## config.mk

```make
export PLATFORM = sky130hd
export DESIGN_NAME = fsk_symbol_scheduler
export DESIGN_NICKNAME = d
export VERILOG_FILES = /design/src/rtl/fsk_symbol_scheduler.sv
export SDC_FILE = /design/constraint.sdc
export NUM_CORES = 1
export LEC_CHECK = 0
export CORE_ASPECT_RATIO = 1.2
export CORE_MARGIN = 2
export CORE_UTILIZATION = 64
export DETAILED_ROUTE_END_ITERATION = 12
export PLACE_DENSITY = 0.85
export SYNTH_ARGS = -nofsm -noshare
export SYNTH_HDL_FRONTEND = slang
export SYNTH_SLANG_ARGS = --single-unit
```

## constraint.sdc

```tcl
create_clock -name clk -period 10.9 [get_ports clk]
set_input_delay 2.18 -clock clk [delete_from_list [all_inputs] [get_ports clk]]
set_output_delay 2.18 -clock clk [all_outputs]
set_load 0.03 [all_outputs]
```

## src/rtl/fsk_symbol_scheduler.sv

```systemverilog
// fsk_symbol_scheduler
//   Buffers payload bytes in a small FIFO and serialises them, one bit per
//   symbol period, onto the DDS rf_data select line. Every frame starts with
//   an alternating 1,0,... preamble, carries back-to-back payload bytes LSB
//   first, and ends with a single 0 tail symbol. The line idles at 0.
//
// Ports
//   clk          system clock
//   rst          synchronous reset, active-low
//   sym_period   clocks per symbol (0 behaves as 1), latched at frame start
//   byte_data    payload byte
//   byte_valid   byte_data valid
//   byte_ready   FIFO can accept a byte (registered, = !full)
//   tx_sym       symbol bit towards DDS rf_data
//   tx_active    high while a frame (preamble/data/tail) is on the line
//   sym_strobe   one-cycle pulse on the first cycle of every symbol
//   fifo_level   bytes currently stored
//   dbg_state    current FSM state (IDLE=0, LEAD=1, DATA=2, TAIL=3)
//
// Byte handshake: a byte is taken on every rising clk edge where
//   byte_valid && byte_ready are both high; the source must hold byte_data
//   stable while byte_valid is high and ready is low. byte_ready does not
//   depend combinationally on byte_valid.
module fsk_symbol_scheduler #(
    parameter int FIFO_DEPTH = 8,
    parameter int PERIOD_W   = 16,
    parameter int LEAD_SYMS  = 8
) (
    input  logic                          clk,
    input  logic                          rst,
    input  logic [PERIOD_W-1:0]           sym_period,
    input  logic [7:0]                    byte_data,
    input  logic                          byte_valid,
    output logic                          byte_ready,
    output logic                          tx_sym,
    output logic                          tx_active,
    output logic                          sym_strobe,
    output logic [$clog2(FIFO_DEPTH):0]   fifo_level,
    output logic [1:0]                    dbg_state
);

    localparam int PTR_W = $clog2(FIFO_DEPTH);
    localparam int LVL_W = PTR_W + 1;
    // Symbol index must cover both the preamble and the 8 data bits.
    localparam int IDX_W = ($clog2(LEAD_SYMS) > 3) ? $clog2(LEAD_SYMS) : 3;

    typedef enum logic [1:0] {
        S_IDLE = 2'd0,
        S_LEAD = 2'd1,
        S_DATA = 2'd2,
        S_TAIL = 2'd3
    } state_t;

    state_t              state_q, state_d;
    logic [PERIOD_W-1:0] cnt_q, cnt_d;
    logic [PERIOD_W-1:0] period_q, period_d;
    logic [IDX_W-1:0]    sym_idx_q, sym_idx_d;
    logic [7:0]          shreg_q, shreg_d;
    logic                tx_sym_q, tx_sym_d;
    logic                tx_active_q, tx_active_d;
    logic                strobe_q, strobe_d;

    logic [7:0]          mem_q [FIFO_DEPTH];
    logic [7:0]          mem_d [FIFO_DEPTH];
    logic [PTR_W-1:0]    wr_ptr_q, wr_ptr_d;
    logic [PTR_W-1:0]    rd_ptr_q, rd_ptr_d;
    logic [LVL_W-1:0]    level_q, level_d;
    logic                byte_ready_q, byte_ready_d;

    logic                push;
    logic                pop;
    logic                boundary;
    logic                fifo_has_data;
    logic [7:0]          head;

    always_comb begin
        state_d      = state_q;
        cnt_d        = cnt_q;
        period_d     = period_q;
        sym_idx_d    = sym_idx_q;
        shreg_d      = shreg_q;
        tx_sym_d     = tx_sym_q;
        tx_active_d  = tx_active_q;
        strobe_d     = 1'b0;
        pop          = 1'b0;
        push         = byte_valid && byte_ready_q;
        // Decisions use the registered level, so a byte pushed this cycle
        // is only visible to the FSM on the next cycle.
        fifo_has_data = (level_q != '0);
        head          = mem_q[rd_ptr_q];
        boundary      = (cnt_q == period_q - PERIOD_W'(1));

        if (state_q != S_IDLE) begin
            cnt_d = boundary ? '0 : cnt_q + PERIOD_W'(1);
        end

        case (state_q)
            S_IDLE: begin
                tx_sym_d    = 1'b0;
                tx_active_d = 1'b0;
                cnt_d       = '0;
                if (fifo_has_data) begin
                    state_d     = S_LEAD;
                    period_d    = (sym_period == '0) ? PERIOD_W'(1) : sym_period;
                    sym_idx_d   = '0;
                    tx_sym_d    = 1'b1;
                    tx_active_d = 1'b1;
                    strobe_d    = 1'b1;
                end
            end
            S_LEAD: begin
                if (boundary) begin
                    strobe_d = 1'b1;
                    if (sym_idx_q == IDX_W'(LEAD_SYMS - 1)) begin
                        // FIFO cannot be empty here: the frame started
                        // because it held a byte and nothing popped since.
                        pop       = 1'b1;
                        shreg_d   = head;
                        tx_sym_d  = head[0];
                        sym_idx_d = '0;
                        state_d   = S_DATA;
                    end else begin
                        sym_idx_d = sym_idx_q + IDX_W'(1);
                        tx_sym_d  = ~tx_sym_q;
                    end
                end
            end
            S_DATA: begin
                if (boundary) begin
                    strobe_d = 1'b1;
                    if (sym_idx_q == IDX_W'(7)) begin
                        sym_idx_d = '0;
                        if (fifo_has_data) begin
                            pop      = 1'b1;
                            shreg_d  = head;
                            tx_sym_d = head[0];
                        end else begin
                            state_d  = S_TAIL;
                            tx_sym_d = 1'b0;
                        end
                    end else begin
                        sym_idx_d = sym_idx_q + IDX_W'(1);
                        shreg_d   = shreg_q >> 1;
                        tx_sym_d  = shreg_q[1];
                    end
                end
            end
            S_TAIL: begin
                if (boundary) begin
                    state_d     = S_IDLE;
                    tx_sym_d    = 1'b0;
                    tx_active_d = 1'b0;
                end
            end
            default: begin
                state_d = S_IDLE;
            end
        endcase

        mem_d = mem_q;
        if (push) begin
            mem_d[wr_ptr_q] = byte_data;
        end
        wr_ptr_d     = wr_ptr_q + PTR_W'(push);
        rd_ptr_d     = rd_ptr_q + PTR_W'(pop);
        level_d      = level_q + LVL_W'(push) - LVL_W'(pop);
        byte_ready_d = (level_d != LVL_W'(FIFO_DEPTH));
    end

    always_ff @(posedge clk) begin
        if (!rst) begin
            state_q      <= S_IDLE;
            cnt_q        <= '0;
            period_q     <= PERIOD_W'(1);
            sym_idx_q    <= '0;
            shreg_q      <= '0;
            tx_sym_q     <= 1'b0;
            tx_active_q  <= 1'b0;
            strobe_q     <= 1'b0;
            mem_q        <= '{default: '0};
            wr_ptr_q     <= '0;
            rd_ptr_q     <= '0;
            level_q      <= '0;
            byte_ready_q <= 1'b1;
        end else begin
            state_q      <= state_d;
            cnt_q        <= cnt_d;
            period_q     <= period_d;
            sym_idx_q    <= sym_idx_d;
            shreg_q      <= shreg_d;
            tx_sym_q     <= tx_sym_d;
            tx_active_q  <= tx_active_d;
            strobe_q     <= strobe_d;
            mem_q        <= mem_d;
            wr_ptr_q     <= wr_ptr_d;
            rd_ptr_q     <= rd_ptr_d;
            level_q      <= level_d;
            byte_ready_q <= byte_ready_d;
        end
    end

    assign byte_ready = byte_ready_q;
    assign tx_sym     = tx_sym_q;
    assign tx_active  = tx_active_q;
    assign sym_strobe = strobe_q;
    assign fifo_level = level_q;
    assign dbg_state  = state_q;

endmodule

```

==> results_dict.tcl, run 1 <==
set metrics [dict create \
    nFillCells 649 \
    cp.required_ns 11.21 \
    start_util_pct 66.04 \
    whs_ns 0.4949 \
    p_comb_share_pct 34.6 \
    cts_made_buffers 17 \
    post_cts_resized 0 \
    drt_iter0_markers 165 \
    synth-seq-cells 122 \
    first_global_vias 4847 \
    num_rows 39 \
    routed_wl_mm 13.81 \
    ir_drop_uv 141.1 \
    syn2layout_area_growth_pct 14.52 \
    dieWidth_um 94.45 \
    cellPowerDensity_nw_per_um2 230.8 \
    dieArea_um2 10630 \
    clockBufferDepth 2 \
    cts_setup_buffers 0 \
    relSlewSlack_pct 23.82 \
    crit_chain "inv_1 > ha_1 > nor3b_1 > nor2_1 > or4_1 > or4_1 > a211oi_1 > and4_1 > ha_1 > inv_1 > ha_1 > a21o_1 > a21oi_1 > xor2_1 > and2_1 > nand2_1" \
    ant_nets 0 \
    syn_area_um2 6284 \
    multi_input_area_um2 3607 \
    fin_crit_ns 4.613 \
    cp_data_arrival_time_ns 4.92 \
    dpl.cell_count 763 \
    fmax_mhz 216.8 \
    cts.hold.buffers_added 0 \
    async_flop_share_pct 0 \
    slew_viol_final 0 \
    yosys-top-cells-area "dfxtp_1 (39%), mux2i_1 (13%), nor2b_1 (8.0%), mux4_2 (5.7%), ha_1 (3.4%)" \
    fin_crit_sh_pct 42.32 \
    synth_cells 645 \
    syn_avg_cell_area_um2 9.742 \
    startpoint_type "flip-flop" \
    nets 704 \
    yosys-top-cells-count "dfxtp_1 (122), mux2i_1 (82), nor2b_1 (80), nand2_1 (56), nor2_1 (37)" \
    synth_most_common_cell "dfxtp_1" \
    power.internal_mw 1.027 \
    gr-total-overflow 0 \
    clkPwrFrac_pct 31.7 \
    dp_hpwl_mm 9.330 \
    cts.sinks 122 \
    clk_pin_slew_worst_paths_ns 0.06 \
    drc_errors 0 \
    drtPass1Iterations 4 \
    htree_levels 4 \
    cp_max_fo 6 \
    crit_top_cell "ha_1" \
    vias 4655 \
    ios 37 \
    crit_path_end_kind "flip-flop" \
    fin_tns_setup_ns 0 \
    drive_gt1_share_pct 9.970 \
    ys_seq_area_share_pct 38.87 \
    path_class "flip-flop to flip-flop" \
    synth_edf_count 0 \
    port_buffers 36 \
    grt_pass1_wl_mm 23.14 \
    fin_worst_skew_ns 0.008433 \
    cts_tree "yes" \
    ys.warnings.count 0 \
    vias_per_cell 5.855 \
    die_y_um 112.5 \
    grt_use_total_pct 28.00 \
    cp_slowest_cell "or4_1" \
    switchingPower_uw 633.9 \
    setup_viol_count_final 0 \
    max_slew.worst_pin.slew_ns 1.139 \
    synth_fp_nets 690 \
    instances_no_fill 795 \
    pwr-share-seq_pct 33.7 \
    drv_cap 0 \
    rsz0062_at_grt "no" \
    switching_share_pct 38.17 \
    regArea_um2 2442 \
    drt-wirelength-per-cell_um 17.37 \
    hold_path.class "flip-flop to flip-flop" \
    synth_cell_types 61 \
    finalHoldViolations 0 \
    diodes 0 \
    leakagePower_nw 2.506 \
    place_congestion 0.9030 \
    grt_max_degree 109 \
    clkLatencyLatePin_ns 0.42 \
    core_um2 9515 \
    yosysTopAreaCell "dfxtp_1" \
    status "complete, no violations" \
    slowest_delay_ns 0.57 \
    synthFlopType "dfxtp_1" \
    antenna_found_initial 0 \
    clockRootBuffer "clkbuf_16" \
    synth.top_cell.area_share_pct 38.87 \
]
[sequential cells by signal, summed over array words and instances, names as in the netlist]
signal      count
shreg_q         7
wr_ptr_q        3
period_q       16
sym_strobe      1
dbg_state       2
cnt_q          16
tx_sym          1
mem_q          64
rd_ptr_q        3
fifo_level      4
sym_idx_q       3
byte_ready      1
tx_active       1
[layer usage]
metal | vias to the layer above | share of wire [%] | track usage [%]
met3 | 31 | 3.4 | 6.443
met5 | - | 0 | 0
met4 | 0 | 2.7 | 11.40
met2 | 102 | 53 | 49.48
li1 | 2270 | - | -
met1 | 2252 | 41 | 32.31
[cell families after synthesis]
logic type | share of synthesized area, %
fa+ha+maj | 3.704
simple gates | 20.73
buf+inv | 3.724
xor+xnor | 5.018
mux | 19.16
flops | 38.87
compound gates | 8.802
[power by group through the flow]
stage / Combinational (mW) / Sequential, mW / Clock (mW)
global placement: 0.547 / 0.565 / 0
finish: 0.575 / 0.559 / 0.526
CTS: 0.571 / 0.558 / 0.531
detailed placement: 0.564 / 0.567 / 0
global route: 0.632 / 0.566 / 0.552
floorplan: 0.414 / 0.575 / 0
[critical path, delay by kind of cell (launching register included)]
family                   cells  cell delay, ns
flip-flops                   1            0.35
adder cells (fa/ha/maj)      3            0.71
XOR/XNOR                     1            0.19
buffers and inverters        2            0.13
AND/OR/NAND/NOR              7            2.30
AO/OA/AOI/OAI                3            0.82
[placed cells by master (no fill, tap or decap), types with 6 or more instances in the layout]
| master | instances |
|---|---|
| a21boi_0 | 16 |
| a21oi_1 | 6 |
| and2_1 | 10 |
| clkbuf_16 | 17 |
| clkdlybuf4s50_1 | 35 |
| dfxtp_1 | 122 |
| ha_1 | 17 |
| inv_1 | 17 |
| mux2i_1 | 82 |
| mux4_2 | 16 |
| nand2_1 | 56 |
| nand3_1 | 8 |
| nor2_1 | 37 |
| nor2b_1 | 80 |
| nor4_1 | 8 |
| o21ai_0 | 13 |
| xnor2_1 | 21 |
| xor2_1 | 15 |
[metrics by stage]
stage                     worst slack (ns)  utilization, %  area [um2]  total power, mW
after floorplan                      6.932               -        6284           0.9895
after global placement               6.544           69.76        6638            1.113
after detailed placement             6.385           69.76        6638            1.131
after CTS                            6.365           75.62        7196            1.661
after global routing                 5.971           75.62        7196            1.750
final                                6.287           75.62        7196            1.660
[cell type report]
type / instances / area share, %
Inverter: 17 / 0.8868
Sequential cell: 122 / 33.94
Tap cell: 123 / 2.139
Timing Repair Buffer: 38 / 5.147
Clock inverter: 15 / 1.843
Clock buffer: 17 / 5.912
Multi-Input combinational cell: 463 / 50.13
[path summary, 6_finish.rpt]
check	start	to	slack (ns)	cells after the start
hold / removal	sym_idx_q[1]	sym_idx_q[1]	0.49	1
hold reg to reg	sym_idx_q[1]	sym_idx_q[1]	0.49	1
setup / recovery	period_q[0]	byte_ready	6.29	16
setup reg to reg	period_q[0]	byte_ready	6.29	16
Power figures use the tool's default switching activity.
==> run 2, diff against run 1 <==
Settings changed: CORE_UTILIZATION 64 to 54, PLACE_DENSITY 0.85 to 0.76.
Clock period 10.9 ns to 3.75 ns, I/O delays scaled along.
==> run 2 against run 1 <==
Effect of this change:
- worst setup slack got worse by 6.4 ns
- global-route usage decreased by 3.8 points
- clock skew increased by 0.0011 ns
- critical path depth unchanged
- the run now ends with setup timing left
- critical endpoint unchanged
- first-iteration DRC count decreased by 11%
- register-to-register slack got worse by 6.4 ns
- largest power group unchanged
- sequential share of layout area decreased by 2.3 points
- power increased to 3.3 times the previous value
- utilization decreased by 8.1 points
- fmax increased by 21%
- count of clock-buffer cells in the layout unchanged
- via count increased by 2.6%
==> results_dict.tcl, run 2 (synthesis results as in run 1) <==
set metrics [dict create \
    first_global_vias 4812 \
    crit_path_end_kind "flip-flop" \
    die_y_um 122.2 \
    cp_data_arrival_time_ns 4.12 \
    clkPwrFrac_pct 32.5 \
    leakagePower_nw 2.783 \
    routed_wl_mm 14.55 \
    start_util_pct 54.83 \
    fin_worst_skew_ns 0.009548 \
    clockRootBuffer "clkbuf_16" \
    reg.largest.list "mem_q (64), cnt_q (16), period_q (16)" \
    post-route-worst-setup-slack_ns -0.06715 \
    finalHoldViolations 0 \
    drtPass1Iterations 4 \
    htree_levels 4 \
    ant_nets 0 \
    gr-total-overflow 0 \
    grt_max_degree 88 \
    nets 746 \
    power.internal_mw 3.498 \
    dieArea_um2 12520 \
    crit_chain "inv_2 > ha_4 > or3b_4 > or4_4 > a21oi_2 > nand2_1 > or4_4 > a211oi_4 > and4_4 > ha_4 > inv_2 > ha_4 > inv_2 > fa_2 > nor3b_2 > nand2_1" \
    final_common_cell "dfxtp_1" \
    port_buffers 36 \
    setup_viol_count_final 1 \
    cts.sinks 122 \
    switching_share_pct 35.43 \
    clk_pin_slew_worst_paths_ns 0.06 \
    path_class "flip-flop to flip-flop" \
    drt_iter0_markers 147 \
    cp_slowest_cell "fa_2" \
    cts_tree "yes" \
    grt_use_total_pct 24.23 \
    fin_tns_setup_ns -0.06715 \
    largest_reg_flops 64 \
    hold_path.class "flip-flop to flip-flop" \
    switchingPower_mw 1.920 \
    status "finished with violations" \
    fmax_mhz 262.0 \
    rsz0062_at_grt "yes" \
    violations "setup timing" \
    startpoint_type "flip-flop" \
    cts_made_buffers 17 \
    drc_errors 0 \
    ios 37 \
    clockBufferDepth 2 \
    cts.hold.buffers_added 0 \
    syn2layout_area_growth_pct 23.10 \
    slew_viol_final 0 \
    vias 4777 \
    relSlewSlack_pct 26.41 \
    top_register "mem_q" \
    ir_drop_uv 337.2 \
    drt-wirelength-per-cell_um 16.71 \
    dp_hpwl_mm 10.03 \
    place_congestion 0.8628 \
    num_rows 43 \
    cp_max_fo 3 \
    fin_crit_ns 3.817 \
    dieWidth_um 102.5 \
    p_comb_share_pct 38.2 \
    fin_crit_sh_pct 101.8 \
    power.total_mw 5.418 \
    vias_per_cell 5.485 \
    cp.required_ns 4.05 \
    final_cell_mix "dfxtp_1 (120), mux2i_1 (82), nor2b_1 (80)" \
    drv_cap 0 \
    cellPowerDensity_nw_per_um2 700.5 \
    clkLatencyLatePin_ns 0.42 \
    core_um2 11460 \
    antenna_found_initial 0 \
    grt_pass1_wl_mm 23.31 \
    pwr-share-seq_pct 29.3 \
    nFillCells 891 \
    drive_gt1_share_pct 18.21 \
    slowest_delay_ns 0.53 \
    diodes 0 \
    max_slew.worst_pin.slew_ns 1.102 \
]
-- run 2: timing repair --
item,4_1_cts,5_1_grt
pin swaps,4,4
gates resized for setup,4,9
endpoints found under the hold margin,0,0
endpoints found under the setup margin,4,4
setup buffers,1,2
-- run 2: path summary, 6_finish.rpt --
check / slack (ns) / cells after the start / end / start
worst max register to register: -0.07 / 16 / byte_ready / period_q[1]
worst min register to register: 0.48 / 1 / cnt_q[0] / cnt_q[0]
worst max-delay path: -0.07 / 16 / byte_ready / period_q[1]
worst min-delay path: 0.48 / 1 / cnt_q[0] / cnt_q[0]
-- run 2: power by group through the flow --
stage	sequential, mW	combinational [mW]	clock [mW]
2_1_floorplan	1.67	1.25	0
4_1_cts	1.58	2.02	1.78
3_3_place_gp	1.59	1.93	0
3_5_place_dp	1.60	1.97	0
6_report	1.59	2.07	1.76
5_1_grt	1.60	2.25	1.83
-- run 2: layout make-up --
| class | instances | area, um2 | area share, % |
|---|---|---|---|
| Inverter | 17 | 63.81 | 0.8250 |
| Timing Repair Buffer | 80 | 685.7 | 8.864 |
| Tap cell | 157 | 196.4 | 2.540 |
| Sequential cell | 122 | 2445 | 31.61 |
| Multi-Input combinational cell | 463 | 3706 | 47.91 |
| Clock inverter | 15 | 212.7 | 2.750 |
| Clock buffer | 17 | 425.4 | 5.500 |
-- run 2: critical path: cells and delay by family (launching register included) --
kind | cells | cell delay (ns)
simple gates | 7 | 1.85
compound gates | 2 | 0.38
flops | 1 | 0.32
buf+inv | 3 | 0.16
fa+ha+maj | 4 | 0.99
-- run 2: layer usage --
| layer | GRT usage [%] | part of all wire, % | wire (um) | vias to the layer above |
|---|---|---|---|---|
| li1 | - | - | - | 2355 |
| met1 | 28.07 | 42 | 6137 | 2322 |
| met2 | 43.50 | 53 | 7755 | 79 |
| met3 | 4.819 | 3.0 | 436 | 21 |
| met4 | 9.000 | 1.5 | 222 | 0 |
| met5 | 0 | 0 | 0 | - |
-- run 2: per-stage QoR --
step / cell area, um2 / std cells / hold slack [ns] / utilization [%] / setup slack [ns]
after global placement: 7010 / 836 / 0.4669 / 61.17 / -0.1369
after global routing: 7735 / 871 / 0.5053 / 67.50 / -0.1539
after floorplan: 6327 / 645 / 0.4394 / - / -0.1167
final: 7735 / 871 / 0.4835 / 67.50 / -0.06715
after detailed placement: 7010 / 836 / 0.4718 / 61.17 / -0.2300
after CTS: 7674 / 869 / 0.4892 / 66.96 / -0.1042
==> run 3, diff against run 2 <==
Settings changed: CORE_ASPECT_RATIO 1.2 to not set.
==> run 3 against run 2 <==
Effect of this change:
- the run still ends with setup timing left
- power shrank 2.4%
- sequential share of layout area grew 0.31 points
- register-to-register slack gained 0.05 ns
- critical endpoint unchanged
- final area shrank 0.99%
==> results_dict.tcl, run 3 (synthesis results as in run 1) <==
set metrics [dict create \
    status "finished with violations" \
    violations "setup timing" \
    placedInstanceArea_um2 6963 \
    die_y_um 111.9 \
    drt-wirelength-per-cell_um 16.80 \
    core_um2 11370 \
    nets 744 \
    clk_pin_slew_worst_paths_ns 0.06 \
    dieWidth_um 111.9 \
    place_congestion 0.9890 \
    cts_made_buffers 17 \
    hold_depth 2 \
    cts.hold.buffers_added 0 \
    clockRootBuffer "clkbuf_16" \
    final_common_cell "dfxtp_1" \
    grt_use_total_pct 24.13 \
    grt_max_degree 98 \
    drc_errors 0 \
    diodes 0 \
    vias 4708 \
    setup_viol_count_final 1 \
    cts.sinks 122 \
    relSlewSlack_pct 18.52 \
    nFillCells 891 \
    fin_crit_ns 3.764 \
    syn2layout_area_growth_pct 21.88 \
    slew_viol_final 0 \
    clockBufferDepth 2 \
    multi_input_area_um2 3712 \
    hold_path.class "flip-flop to flip-flop" \
    finalHoldViolations 0 \
    top_register "mem_q" \
    design_area_um2 7659 \
    start_util_pct 55.27 \
    path_class "flip-flop to flip-flop" \
    cts_tree "yes" \
    pwr-share-seq_pct 30.0 \
    antenna_found_initial 0 \
    final_cell_mix "dfxtp_1 (120), mux2i_1 (82), nor2b_1 (80)" \
    reg.largest.list "mem_q (64), cnt_q (16), period_q (16)" \
    startpoint_type "flip-flop" \
    leakagePower_nw 2.740 \
    power.total_mw 5.291 \
    cp_data_arrival_time_ns 4.08 \
    cp_max_fo 3 \
    gr-total-overflow 0 \
    routed_wl_mm 14.34 \
    max_slew.worst_pin.slew_ns 1.220 \
    post-route-worst-setup-slack_ns -0.01391 \
    regArea_um2 2445 \
    drive_gt1_share_pct 17.72 \
    p_comb_share_pct 39.4 \
    largest_reg_flops 64 \
    num_rows 39 \
    vias_per_cell 5.513 \
    drt_iter0_markers 283 \
    port_buffers 36 \
    fin_worst_skew_ns 0.007816 \
    drv_cap 0 \
    clkLatencyLatePin_ns 0.42 \
    dieArea_um2 12510 \
    drtPass1Iterations 5 \
    ios 37 \
    crit_path_end_kind "flip-flop" \
    instances_no_fill 854 \
    cp.required_ns 4.06 \
    whs_ns 0.4837 \
    clkPwrFrac_pct 30.5 \
    switching_share_pct 36.12 \
    cellPowerDensity_nw_per_um2 690.8 \
    ir_drop_uv 450.1 \
    fin_crit_sh_pct 100.4 \
    ant_nets 0 \
    rr_worst_depth 16 \
    htree_levels 4 \
    fmax_mhz 265.7 \
    rsz0062_at_grt "yes" \
    power.internal_mw 3.380 \
    grt_pass1_wl_mm 24.12 \
    dpl.cell_count 818 \
    switchingPower_mw 1.911 \
    first_global_vias 4780 \
    dp_hpwl_mm 9.639 \
    dpl_worst_slack_ns -0.1948 \
]
## run 3: changes by cell type in the layout (fill, tap and decap cells not counted), moves of 2 or more
cell | previous run | this run
buf_4 | 44 | 42
inv_6 | 4 | 2
nor3_1 | 3 | 5
bufinv_16 | 4 | 2
clkinvlp_4 | 2 | 4
nor3_2 | 2 | 0
## run 3: per-layer routing
layer | wire length (um) | part of all wire (%) | up-vias | GRT usage, %
li1 | - | - | 2338 | -
met1 | 6576 | 46 | 2249 | 30.93
met2 | 6984 | 49 | 97 | 39.64
met3 | 528 | 3.7 | 24 | 6.260
met4 | 253 | 1.8 | 0 | 8.395
met5 | 0 | 0 | - | 0
## run 3: path summary, 6_finish.rpt
check | startpoint | end | slack [ns]
worst max-delay path | period_q[1] | byte_ready | -0.01
worst min-delay path | period_q[15] | period_q[15] | 0.48
worst max register to register | period_q[1] | byte_ready | -0.01
worst min register to register | period_q[15] | period_q[15] | 0.48
## run 3: layout make-up
class	instances	area share, %
Clock inverter	12	1.862
Sequential cell	122	31.92
Inverter	17	0.8659
Multi-Input combinational cell	463	48.47
Timing Repair Buffer	78	8.757
Clock buffer	19	5.783
Tap cell	143	2.336
## run 3: what timing repair did
action,CTS,global route
setup buffers,2,3
pin swaps,11,8
gates resized for setup,8,6
gates cloned,0,0
endpoints found under the setup margin,4,4
## run 3: metrics by stage
step           util [%]  TNS [ns]
2_1_floorplan         -   -0.1606
3_3_place_gp      61.24  -0.08900
3_5_place_dp      61.24   -0.4057
4_1_cts           66.88  -0.09630
5_1_grt           67.36   -0.2032
6_report          67.36  -0.01391
## run 3: power groups by stage
stage          Sequential, mW  Clock (mW)  Combinational (mW)
2_1_floorplan            1.67           0                1.25
3_3_place_gp             1.60           0                1.89
3_5_place_dp             1.61           0                1.93
4_1_cts                  1.58        1.63                2.00
5_1_grt                  1.61        1.69                2.26
6_report                 1.59        1.62                2.09
## run 3: critical path, cell delays in order (launching register included)
cell	delay (ns)
dfxtp_2	0.33
inv_2	0.06
ha_4	0.12
or3b_4	0.37
or4_4	0.44
a21oi_4	0.14
nand2_1	0.07
or4_4	0.43
a211oi_2	0.26
and4_4	0.29
ha_4	0.21
inv_4	0.05
ha_4	0.12
inv_2	0.03
fa_2	0.52
nor3b_2	0.15
nand2_1	0.06
